--- src/rtl/data_mem_channel_arbiter_if.sv ---
// Requester-side and memory-side handshake bundle for the data memory channel arbiter.
// The arbiter connects through the slave modport; the requester/memory environment uses master.
interface data_mem_channel_arbiter_if #(
    parameter int NUM_REQ      = 4,
    parameter int NUM_CHANNELS = 2,
    parameter int ADDR_WIDTH   = 32,
    parameter int DATA_WIDTH   = 32
);
    logic [NUM_REQ-1:0]                      req_valid;
    logic [NUM_REQ-1:0]                      req_write;
    logic [NUM_REQ-1:0][ADDR_WIDTH-1:0]      req_addr;
    logic [NUM_REQ-1:0][DATA_WIDTH-1:0]      req_wdata;
    logic [NUM_REQ-1:0]                      req_done;
    logic [NUM_REQ-1:0][DATA_WIDTH-1:0]      req_rdata;

    logic [NUM_CHANNELS-1:0]                 mem_read_valid;
    logic [NUM_CHANNELS-1:0][ADDR_WIDTH-1:0] mem_read_address;
    logic [NUM_CHANNELS-1:0]                 mem_read_ready;
    logic [NUM_CHANNELS-1:0][DATA_WIDTH-1:0] mem_read_data;
    logic [NUM_CHANNELS-1:0]                 mem_write_valid;
    logic [NUM_CHANNELS-1:0][ADDR_WIDTH-1:0] mem_write_address;
    logic [NUM_CHANNELS-1:0][DATA_WIDTH-1:0] mem_write_data;
    logic [NUM_CHANNELS-1:0]                 mem_write_ready;

    modport master (
        output req_valid, req_write, req_addr, req_wdata,
        input  req_done, req_rdata,
        input  mem_read_valid, mem_read_address, mem_write_valid, mem_write_address, mem_write_data,
        output mem_read_ready, mem_read_data, mem_write_ready
    );

    modport slave (
        input  req_valid, req_write, req_addr, req_wdata,
        output req_done, req_rdata,
        output mem_read_valid, mem_read_address, mem_write_valid, mem_write_address, mem_write_data,
        input  mem_read_ready, mem_read_data, mem_write_ready
    );
endinterface

--- src/rtl/data_mem_channel_arbiter.sv ---
// Shares NUM_CHANNELS single-beat data memory channels among NUM_REQ requesters.
// Each IDLE channel grabs the next eligible requester in round-robin order every cycle.
module data_mem_channel_arbiter #(
    parameter int NUM_REQ      = 4,
    parameter int NUM_CHANNELS = 2,
    parameter int ADDR_WIDTH   = 32,
    parameter int DATA_WIDTH   = 32
) (
    input  logic                              clk,
    input  logic                              reset,
    data_mem_channel_arbiter_if.slave         arb_if,
    output logic [$clog2(NUM_CHANNELS+1)-1:0] channels_busy_o
);
    localparam int PTR_W = (NUM_REQ > 1) ? $clog2(NUM_REQ) : 1;
    localparam int CNT_W = $clog2(NUM_CHANNELS + 1);

    typedef enum logic {IDLE, BUSY} chan_state_e;

    chan_state_e                             state_q [NUM_CHANNELS];
    logic [NUM_CHANNELS-1:0][PTR_W-1:0]      owner_q;
    logic [NUM_CHANNELS-1:0]                 write_q;
    logic [NUM_CHANNELS-1:0][ADDR_WIDTH-1:0] addr_q;
    logic [NUM_CHANNELS-1:0][DATA_WIDTH-1:0] wdata_q;
    logic [NUM_CHANNELS-1:0]                 rd_valid_q;
    logic [NUM_CHANNELS-1:0]                 wr_valid_q;
    logic [PTR_W-1:0]                        rr_ptr_q, rr_ptr_d;
    logic [NUM_REQ-1:0]                      done_q, done_d;
    logic [NUM_REQ-1:0][DATA_WIDTH-1:0]      rdata_q;
    logic [CNT_W-1:0]                        busy_q, busy_d;

    logic [NUM_REQ-1:0]                      owned;
    logic [NUM_CHANNELS-1:0]                 grant_valid;
    logic [NUM_CHANNELS-1:0][PTR_W-1:0]      grant_req;
    logic [NUM_CHANNELS-1:0]                 grant_write;
    logic [NUM_CHANNELS-1:0][ADDR_WIDTH-1:0] grant_addr;
    logic [NUM_CHANNELS-1:0][DATA_WIDTH-1:0] grant_wdata;
    logic [NUM_CHANNELS-1:0]                 complete;
    logic [PTR_W-1:0]                        last_grant;
    logic                                    any_grant;

    // Two passes over the requesters: first those at or after rr_ptr, then the wrapped ones.
    always_comb begin : allocate
        logic [NUM_REQ-1:0] avail;
        logic               found;
        owned = '0;
        for (int c = 0; c < NUM_CHANNELS; c++)
            for (int r = 0; r < NUM_REQ; r++)
                if (state_q[c] == BUSY && owner_q[c] == PTR_W'(r)) owned[r] = 1'b1;
        avail       = arb_if.req_valid & ~owned & ~done_q;
        grant_valid = '0;
        grant_req   = '0;
        grant_write = '0;
        grant_addr  = '0;
        grant_wdata = '0;
        last_grant  = '0;
        any_grant   = 1'b0;
        for (int c = 0; c < NUM_CHANNELS; c++) begin
            found = 1'b0;
            if (state_q[c] == IDLE) begin
                for (int pass = 0; pass < 2; pass++)
                    for (int r = 0; r < NUM_REQ; r++)
                        if (!found && avail[r] && ((pass == 0) == (PTR_W'(r) >= rr_ptr_q))) begin
                            found          = 1'b1;
                            avail[r]       = 1'b0;
                            grant_valid[c] = 1'b1;
                            grant_req[c]   = PTR_W'(r);
                            grant_write[c] = arb_if.req_write[r];
                            grant_addr[c]  = arb_if.req_addr[r];
                            grant_wdata[c] = arb_if.req_wdata[r];
                            last_grant     = PTR_W'(r);
                            any_grant      = 1'b1;
                        end
            end
        end
    end

    // Only the ready of the direction a BUSY channel is driving can finish it.
    always_comb begin
        complete = '0;
        done_d   = '0;
        busy_d   = '0;
        rr_ptr_d = rr_ptr_q;
        if (any_grant)
            rr_ptr_d = (last_grant == PTR_W'(NUM_REQ - 1)) ? '0 : last_grant + 1'b1;
        for (int c = 0; c < NUM_CHANNELS; c++) begin
            complete[c] = (state_q[c] == BUSY) &&
                          (write_q[c] ? arb_if.mem_write_ready[c] : arb_if.mem_read_ready[c]);
            if ((state_q[c] == BUSY && !complete[c]) || (state_q[c] == IDLE && grant_valid[c]))
                busy_d = busy_d + 1'b1;
            for (int r = 0; r < NUM_REQ; r++)
                if (complete[c] && owner_q[c] == PTR_W'(r)) done_d[r] = 1'b1;
        end
    end

    // Per-channel IDLE/BUSY machine; valids are flops so they drop the cycle after ready.
    always_ff @(posedge clk or posedge reset) begin
        if (reset) begin
            for (int c = 0; c < NUM_CHANNELS; c++) state_q[c] <= IDLE;
            owner_q    <= '0;
            write_q    <= '0;
            addr_q     <= '0;
            wdata_q    <= '0;
            rd_valid_q <= '0;
            wr_valid_q <= '0;
            rr_ptr_q   <= '0;
            done_q     <= '0;
            rdata_q    <= '0;
            busy_q     <= '0;
        end else begin
            for (int c = 0; c < NUM_CHANNELS; c++) begin
                case (state_q[c])
                    IDLE: begin
                        if (grant_valid[c]) begin
                            state_q[c]    <= BUSY;
                            owner_q[c]    <= grant_req[c];
                            write_q[c]    <= grant_write[c];
                            addr_q[c]     <= grant_addr[c];
                            wdata_q[c]    <= grant_wdata[c];
                            rd_valid_q[c] <= !grant_write[c];
                            wr_valid_q[c] <= grant_write[c];
                        end
                    end
                    BUSY: begin
                        if (complete[c]) begin
                            state_q[c]    <= IDLE;
                            rd_valid_q[c] <= 1'b0;
                            wr_valid_q[c] <= 1'b0;
                            for (int r = 0; r < NUM_REQ; r++)
                                if (!write_q[c] && owner_q[c] == PTR_W'(r))
                                    rdata_q[r] <= arb_if.mem_read_data[c];
                        end
                    end
                    default: state_q[c] <= IDLE;
                endcase
            end
            rr_ptr_q <= rr_ptr_d;
            done_q   <= done_d;
            busy_q   <= busy_d;
        end
    end

    assign arb_if.req_done          = done_q;
    assign arb_if.req_rdata         = rdata_q;
    assign arb_if.mem_read_valid    = rd_valid_q;
    assign arb_if.mem_write_valid   = wr_valid_q;
    assign arb_if.mem_read_address  = addr_q;
    assign arb_if.mem_write_address = addr_q;
    assign arb_if.mem_write_data    = wdata_q;
    assign channels_busy_o          = busy_q;
endmodule

--- src/flat_wrapper.sv ---
// flat-port wrapper written by rule: the top's interface ports become plain ports
module data_mem_channel_arbiter_flat 
#(
    parameter int NUM_REQ      = 4,
    parameter int NUM_CHANNELS = 2,
    parameter int ADDR_WIDTH   = 32,
    parameter int DATA_WIDTH   = 32
)
  (clk, reset, channels_busy_o, arb_if_req_valid, arb_if_req_write, arb_if_req_addr, arb_if_req_wdata, arb_if_req_done, arb_if_req_rdata, arb_if_mem_read_valid, arb_if_mem_read_address, arb_if_mem_write_valid, arb_if_mem_write_address, arb_if_mem_write_data, arb_if_mem_read_ready, arb_if_mem_read_data, arb_if_mem_write_ready);
  data_mem_channel_arbiter_if #(.NUM_REQ(NUM_REQ), .NUM_CHANNELS(NUM_CHANNELS), .ADDR_WIDTH(ADDR_WIDTH), .DATA_WIDTH(DATA_WIDTH)) arb_if_i ();
  input  logic clk;
  input  logic reset;
  output logic [$clog2(NUM_CHANNELS+1)-1:0] channels_busy_o;
  input wire logic [$bits(arb_if_i.req_valid)-1:0] arb_if_req_valid;
  input wire logic [$bits(arb_if_i.req_write)-1:0] arb_if_req_write;
  input wire logic [$bits(arb_if_i.req_addr)-1:0] arb_if_req_addr;
  input wire logic [$bits(arb_if_i.req_wdata)-1:0] arb_if_req_wdata;
  output wire logic [$bits(arb_if_i.req_done)-1:0] arb_if_req_done;
  output wire logic [$bits(arb_if_i.req_rdata)-1:0] arb_if_req_rdata;
  output wire logic [$bits(arb_if_i.mem_read_valid)-1:0] arb_if_mem_read_valid;
  output wire logic [$bits(arb_if_i.mem_read_address)-1:0] arb_if_mem_read_address;
  output wire logic [$bits(arb_if_i.mem_write_valid)-1:0] arb_if_mem_write_valid;
  output wire logic [$bits(arb_if_i.mem_write_address)-1:0] arb_if_mem_write_address;
  output wire logic [$bits(arb_if_i.mem_write_data)-1:0] arb_if_mem_write_data;
  input wire logic [$bits(arb_if_i.mem_read_ready)-1:0] arb_if_mem_read_ready;
  input wire logic [$bits(arb_if_i.mem_read_data)-1:0] arb_if_mem_read_data;
  input wire logic [$bits(arb_if_i.mem_write_ready)-1:0] arb_if_mem_write_ready;
  assign arb_if_i.req_valid = arb_if_req_valid;
  assign arb_if_i.req_write = arb_if_req_write;
  assign arb_if_i.req_addr = arb_if_req_addr;
  assign arb_if_i.req_wdata = arb_if_req_wdata;
  assign arb_if_req_done = arb_if_i.req_done;
  assign arb_if_req_rdata = arb_if_i.req_rdata;
  assign arb_if_mem_read_valid = arb_if_i.mem_read_valid;
  assign arb_if_mem_read_address = arb_if_i.mem_read_address;
  assign arb_if_mem_write_valid = arb_if_i.mem_write_valid;
  assign arb_if_mem_write_address = arb_if_i.mem_write_address;
  assign arb_if_mem_write_data = arb_if_i.mem_write_data;
  assign arb_if_i.mem_read_ready = arb_if_mem_read_ready;
  assign arb_if_i.mem_read_data = arb_if_mem_read_data;
  assign arb_if_i.mem_write_ready = arb_if_mem_write_ready;
  data_mem_channel_arbiter #(.NUM_REQ(NUM_REQ), .NUM_CHANNELS(NUM_CHANNELS), .ADDR_WIDTH(ADDR_WIDTH), .DATA_WIDTH(DATA_WIDTH)) u_core (.clk(clk), .reset(reset), .arb_if(arb_if_i), .channels_busy_o(channels_busy_o));
endmodule
--- config.mk ---
export PLATFORM = sky130hd
export DESIGN_NAME = data_mem_channel_arbiter_flat
export DESIGN_NICKNAME = d
export VERILOG_FILES = /design/src/rtl/data_mem_channel_arbiter_if.sv /design/src/rtl/data_mem_channel_arbiter.sv /design/src/flat_wrapper.sv
export SDC_FILE = /design/constraint.sdc
export NUM_CORES = 1
export LEC_CHECK = 0
export ABC_AREA = 1
export BUFFER_PORTS_ARGS = -buffer_cell sky130_fd_sc_hd__buf_2
export CAP_MARGIN = 20
export CORE_AREA = 2 2 261 263
export DETAILED_ROUTE_END_ITERATION = 12
export DIE_AREA = 0 0 263 265
export HOLD_SLACK_MARGIN = 0.1
export PLACE_DENSITY = 0.52
export SKIP_LAST_GASP = 1
export SYNTH_ARGS = -nofsm -noshare
export SYNTH_HDL_FRONTEND = slang
export SYNTH_SLANG_ARGS = --single-unit
--- constraint.sdc ---
create_clock -name clk -period 13.8 [get_ports clk]
set_clock_uncertainty 0.1 [all_clocks]
set_input_delay 2.76 -clock clk [delete_from_list [all_inputs] [get_ports clk]]
set_output_delay 2.76 -clock clk [all_outputs]
set_load 0.03 [all_outputs]
==> run summary, run 1 <==
CTS clk-pin slew, worst paths: 0.06 ns
vias in the first global route: 20300
CTS Buf Count: 38
Post-synth top flop: dfrtp_1
#FFs+latches synth: 276
dpl ws: 6.09 ns
RSZ-0062 raised after global routing: no
min cycle time layout: 7.20 ns
Mapped Cells: 2765
Final Max Tran Viols: 0
Tightest Pin Transition: 1.11 ns
Cell Area, Synth: 0.0186 mm²
top cell type by total area after synthesis: dfrtp_1
final setup margin: 6.60 ns
hold depth: 2
Post CTS Setup Buffer Count: 0
P per Cell Area: 284 mW/mm²
max_slew headroom: 0.259
Seq/Total Area, Yosys: 0.372
Finished Cell Area: 0.0235 mm²
DR pass1 iterations: 7
Core ar.: 0.0668 mm²
Setup crit start kind: primary input
die height: 265 µm
HP Class: flip-flop to flip-flop
top-area cell type share of the netlist area: 0.372
H-tree depth: 2
GRT Util Overall: 0.254
total power: 6.67 mW
Pleak: 12.8 nW
starting density of the core: 0.278
die area: 0.0697 mm²
DR vias/cell: 5.14
critical path arrival: 7.54 ns
Reg area: 0.00691 mm²
max-cap violations: 0
# nets final: 3583
Hold Fails Final Rpt: 0
largest net degree at the start of global routing: 140
TritonCTS clock tree: done
Post-CTS Resized: 0
r2r startpoint: u_core.rr_ptr_q[1]
WL per Instance: 22.1 µm
Layout fillers: 7335
net count after synthesis: 3100
quantity of hold-fixing buffers added after cts: 0
Reg2Reg Setup Slack: 8.30 ns
total gr overflow: 0
Distinct cells, synth: 39
R2R cell count: 15
setup TNS: 0 ns
initial antenna violation count: 39
hold endpoint: u_core.arb_if.mem_write_data[38]
placed inst area: 0.0221 mm²
most frequent cells after synthesis: nand2_1 (587), inv_1 (377), o21ai_0 (312)
DR iter-0 viols: 2409
area grow syn2layout: 26.2%
layout cell share with drive strength beyond 1: 0.243
maximum vdd drop: 0.000220 V
clock sink count: 276
routability cong.: 0.888
Mean Syn Cell Area: 6.72 µm²
Crit Reg-Reg Endpoint: u_core.channels_busy_o[0]
min-delay src: u_core.arb_if.mem_write_data[38]
crit path max fanout: 69
Setup Viol. Count Final: 0
via count: 21400
Area contributors post-synth: dfrtp_1 (37%), nand2_1 (12%), o21ai_0 (8.4%), inv_1 (7.6%), nand3_1 (6.5%)
status: finished clean
Routed Antenna Nets: 0
final WL: 91.9 mm
most frequent cell after synthesis: nand2_1
multi-input gate area in the final layout: 0.00907 mm²
Post-synth EDFFs: 0
Post-DP HPWL: 62.4 mm
latest clock arrival within the worst-skew pair: 0.57 ns
Ys Warns: 0
Fmax achieved: 139 MHz
DRC Markers: 0
Cell Rows: 95
I/O Buffers: 663
Ports: 664
CP endpoint kind: flip-flop
Tcrit/Tclk final: 0.522
Clock Tree Buf Depth: 3
Worst EP required: 14.14 ns
CTS root buffer: clkbuf_16
asr flop ratio synth: 1.00
worst setup path category: primary input to flip-flop
die width: 263 µm
first-pass GRT wire length: 136 mm
[flip-flops by register name, indices dropped and copies added, names as in the netlist]
register,flops
u_core.arb_if.mem_read_address,64
u_core.arb_if.mem_read_valid,2
u_core.arb_if.mem_write_data,64
u_core.arb_if.mem_write_valid,2
u_core.arb_if.req_done,4
u_core.arb_if.req_rdata,128
u_core.channels_busy_o,2
u_core.owner_q,4
u_core.rr_ptr_q,2
u_core.state_q,2
u_core.write_q,2
[kinds of logic after synthesis]
logic type	synth area share
DFF	0.372
buffers and inverters	0.147
and+or+nand+nor	0.250
adders and majority gates	0.000673
AOI/OAI and AO/OA	0.230
[layout make-up]
cell class / count / share of cell area
Tap cell: 873 / 0.0466
Clock buffer: 53 / 0.0468
Timing Repair Buffer: 692 / 0.153
Inverter: 387 / 0.0624
Sequential cell: 276 / 0.295
Clock inverter: 13 / 0.00838
Multi-Input combinational cell: 1853 / 0.387
Antenna cell: 15 / 0.00160
[metal layers]
layer / routed length, µm / up-vias / part of all wire / GRT usage
met5: 326 / - / 0.0035 / 0
met4: 3160 / 50 / 0.034 / 0.0893
met3: 9390 / 218 / 0.10 / 0.0839
met2: 42600 / 1094 / 0.46 / 0.419
met1: 36400 / 9941 / 0.40 / 0.311
li1: - / 10100 / - / -
[metrics by stage]
| step | cells | hold WS (ns) | utilization |
|---|---|---|---|
| 2_1_floorplan | 2765 | 0.381 | - |
| 4_1_cts | 4145 | 0.376 | 0.350 |
| 3_5_place_dp | 4079 | 0.363 | 0.330 |
| 6_report | 4162 | 0.371 | 0.351 |
| 3_3_place_gp | 4079 | 0.360 | 0.330 |
| 5_1_grt | 4154 | 0.388 | 0.351 |
[worst max path at each step]
| stage | cells after the start | start | to | slack [ns] |
|---|---|---|---|---|
| floorplan | 1 | reset | u_core.arb_if.mem_read_address[0] | 3.33 |
| global placement | 17 | arb_if_req_valid[0] | u_core.channels_busy_o[0] | 6.18 |
| detailed placement | 17 | arb_if_req_valid[0] | u_core.channels_busy_o[0] | 6.09 |
| CTS | 17 | arb_if_req_valid[0] | u_core.channels_busy_o[0] | 6.70 |
| global route | 17 | arb_if_req_valid[0] | u_core.channels_busy_o[0] | 6.42 |
| finish | 17 | arb_if_req_valid[0] | u_core.channels_busy_o[0] | 6.60 |
[critical path, stage by stage]
cell	delay (ns)
buf_2	0.08
inv_1	0.03
nor2_1	0.20
nand4_4	0.39
nand2_4	0.91
nand2_1	0.15
nand2_2	0.13
buf_4	0.55
nand2_1	0.10
nor2_1	0.35
inv_1	0.10
nand3_2	0.13
nand2_1	0.10
nand2_4	0.07
buf_4	0.77
o21ai_0	0.22
ha_1	0.35
[power by group]
group	internal [mW]	leakage, nW	total, mW	switching, mW
clock	0.615	0.628	1.04	0.423
sequential	1.20	3.44	1.46	0.261
combinational	1.16	8.68	4.17	3.01
total	2.97	12.8	6.67	3.69
[cell usage in the layout, fill, tap and decap left out, types with 3 or more instances in the layout]
cell       instances
buf_2            663
nand2_1          585
inv_1            374
o21ai_0          312
dfrtp_1          276
nand3_1          236
nor2_1           205
a21oi_1          163
o211ai_1         132
o22ai_1           87
nor3_1            45
clkbuf_16         38
buf_4             26
a2111oi_0         25
diode_2           15
inv_2             10
nand4_1           10
clkbuf_8           9
o21ai_1            7
nand3_2            6
nor2_4             6
clkinv_2           6
clkbuf_1           6
a31oi_1            5
nand2_4            4
nand2_2            3
nand3_4            3
bufinv_16          3
Note: power is estimated with default switching activity, not from simulation.
==> inputs of run 2 (changes only) <==
- PLACE_DENSITY: 0.52 -> 0.54
- clock period: 13.8 -> 6.28 ns (I/O delays scaled with it)
==> run summary, run 2 (synthesis results as in run 1) <==
CTS root buffer: clkbuf_16
I/O Buffers: 663
Ports: 664
DR iter-0 viols: 1963
clock sink count: 276
area grow syn2layout: 26.6%
Core ar.: 0.0668 mm²
commonest non-fill, non-tap cell in the layout: buf_2
final core utilization: 0.352
worst setup path category: primary input to flip-flop
status: finished clean
Hold Fails Final Rpt: 0
maximum vdd drop: 0.000539 V
Post CTS Setup Buffer Count: 0
starting density of the core: 0.278
CTS Buf Count: 38
max-cap violations: 0
final WL: 90.3 mm
Sequential Power Share: 0.219
total power: 14.7 mW
DR vias/cell: 5.13
Finished Cell Area: 0.0235 mm²
P_int: 6.54 mW
# nets final: 3596
DRC Markers: 0
critical path arrival: 4.93 ns
CTS clk-pin slew, worst paths: 0.06 ns
min cycle time layout: 4.59 ns
crit path max fanout: 41
TritonCTS clock tree: done
placed inst area: 0.0222 mm²
WL per Instance: 21.6 µm
Sw Pwr: 8.11 mW
Post-DP HPWL: 61.5 mm
initial antenna violation count: 34
vias in the first global route: 20100
Tightest Pin Transition: 1.01 ns
GRT Util Overall: 0.249
Pleak: 12.8 nW
HP Class: flip-flop to flip-flop
Final Max Tran Viols: 0
P per Cell Area: 623 mW/mm²
Cell Rows: 95
Routed Antenna Nets: 0
routability cong.: 0.905
Worst EP required: 6.62 ns
latest clock arrival within the worst-skew pair: 0.56 ns
Layout fillers: 7268
die area: 0.0697 mm²
CP endpoint kind: flip-flop
largest net degree at the start of global routing: 124
via count: 21400
clock share of power: 0.153
Clock Tree Buf Depth: 3
first-pass GRT wire length: 132 mm
Tcrit/Tclk final: 0.731
H-tree depth: 2
Setup crit start kind: primary input
max_slew headroom: 0.328
die height: 265 µm
RSZ-0062 raised after global routing: no
switching share of total power: 0.554
DR pass1 iterations: 6
quantity of hold-fixing buffers added after cts: 0
total gr overflow: 0
Largest register FFs: 128
setup TNS: 0 ns
Setup Viol. Count Final: 0
Post-CTS Resized: 0
die width: 263 µm
layout cell share with drive strength beyond 1: 0.247
commonest non-fill, non-tap cells in the layout: buf_2 (663), nand2_1 (585), inv_1 (374)
Comb pwr share: 0.628
Fmax achieved: 218 MHz
run 2: changes by cell type in the layout (fill, tap and decap cells not counted), moves of 2 or more:
cell	before	now
buf_12	1	4
buf_16	2	0
buf_4	26	38
clkbuf_1	6	1
clkinv_2	6	10
clkinv_8	2	0
diode_2	15	18
run 2: routing by layer:
metal,wire length (µm),part of all wire,global-route usage
met5,288,0.0032,0
met4,2730,0.030,0.0893
met3,9020,0.10,0.0778
met2,42300,0.47,0.411
met1,36000,0.40,0.306
run 2: final cells by class:
type | count | area, µm² | area share
multi-input combinational | 1853 | 9070 | 0.386
inverter | 387 | 1460 | 0.0620
tap | 873 | 1090 | 0.0464
sequential | 276 | 6910 | 0.294
clock buffer | 48 | 1080 | 0.0458
timing repair buffer | 705 | 3680 | 0.157
antenna | 18 | 45.0 | 0.00191
clock inverter | 17 | 191 | 0.00814
run 2: power by group through the flow:
| stage | combinational, mW | clock [mW] | sequential, mW |
|---|---|---|---|
| detailed placement | 9.20 | 0 | 3.22 |
| global route | 10.1 | 2.36 | 3.31 |
| global placement | 9.18 | 0 | 3.21 |
| finish | 9.20 | 2.24 | 3.21 |
| floorplan | 4.95 | 0 | 4.60 |
| CTS | 9.21 | 2.30 | 3.22 |
run 2: worst max-delay path, cell delays in order:
cell      delay (ns)
buf_2           0.08
inv_1           0.04
nor2_1          0.31
nand4_4         0.21
buf_4           0.30
nand2_4         0.14
nand2_1         0.09
nand4_1         0.14
nand2_1         0.10
nand2_1         0.09
nand2_1         0.18
nand3_2         0.16
nor2_1          0.06
nand3_2         0.12
nand2_1         0.10
nand2_4         0.33
clkinv_2        0.58
buf_12          0.39
nand2_1         0.11
nand2_1         0.06
run 2: final timing paths:
kind,start,endpoint,slack (ns),depth (start not counted)
setup / recovery,arb_if_req_valid[0],u_core.arb_if.mem_read_address[38],1.69,20
hold / removal,u_core.arb_if.mem_write_data[55],u_core.arb_if.mem_write_data[55],0.38,2
setup reg to reg,u_core.owner_q[3],u_core.arb_if.mem_write_data[46],1.89,18
hold reg to reg,u_core.arb_if.mem_write_data[55],u_core.arb_if.mem_write_data[55],0.38,2
max in group asynchronous,reset,u_core.arb_if.mem_write_data[59],4.03,4
min in group asynchronous,reset,u_core.arb_if.mem_write_data[1],0.70,3
run 2: per-stage QoR:
step | hold slack (ns) | std cells | worst slack (ns)
final | 0.378 | 4177 | 1.69
after global routing | 0.388 | 4166 | 1.46
after CTS | 0.379 | 4159 | 1.75
after detailed placement | 0.360 | 4094 | 1.15
after global placement | 0.358 | 4094 | 1.24
after floorplan | 0.381 | 2765 | 1.27
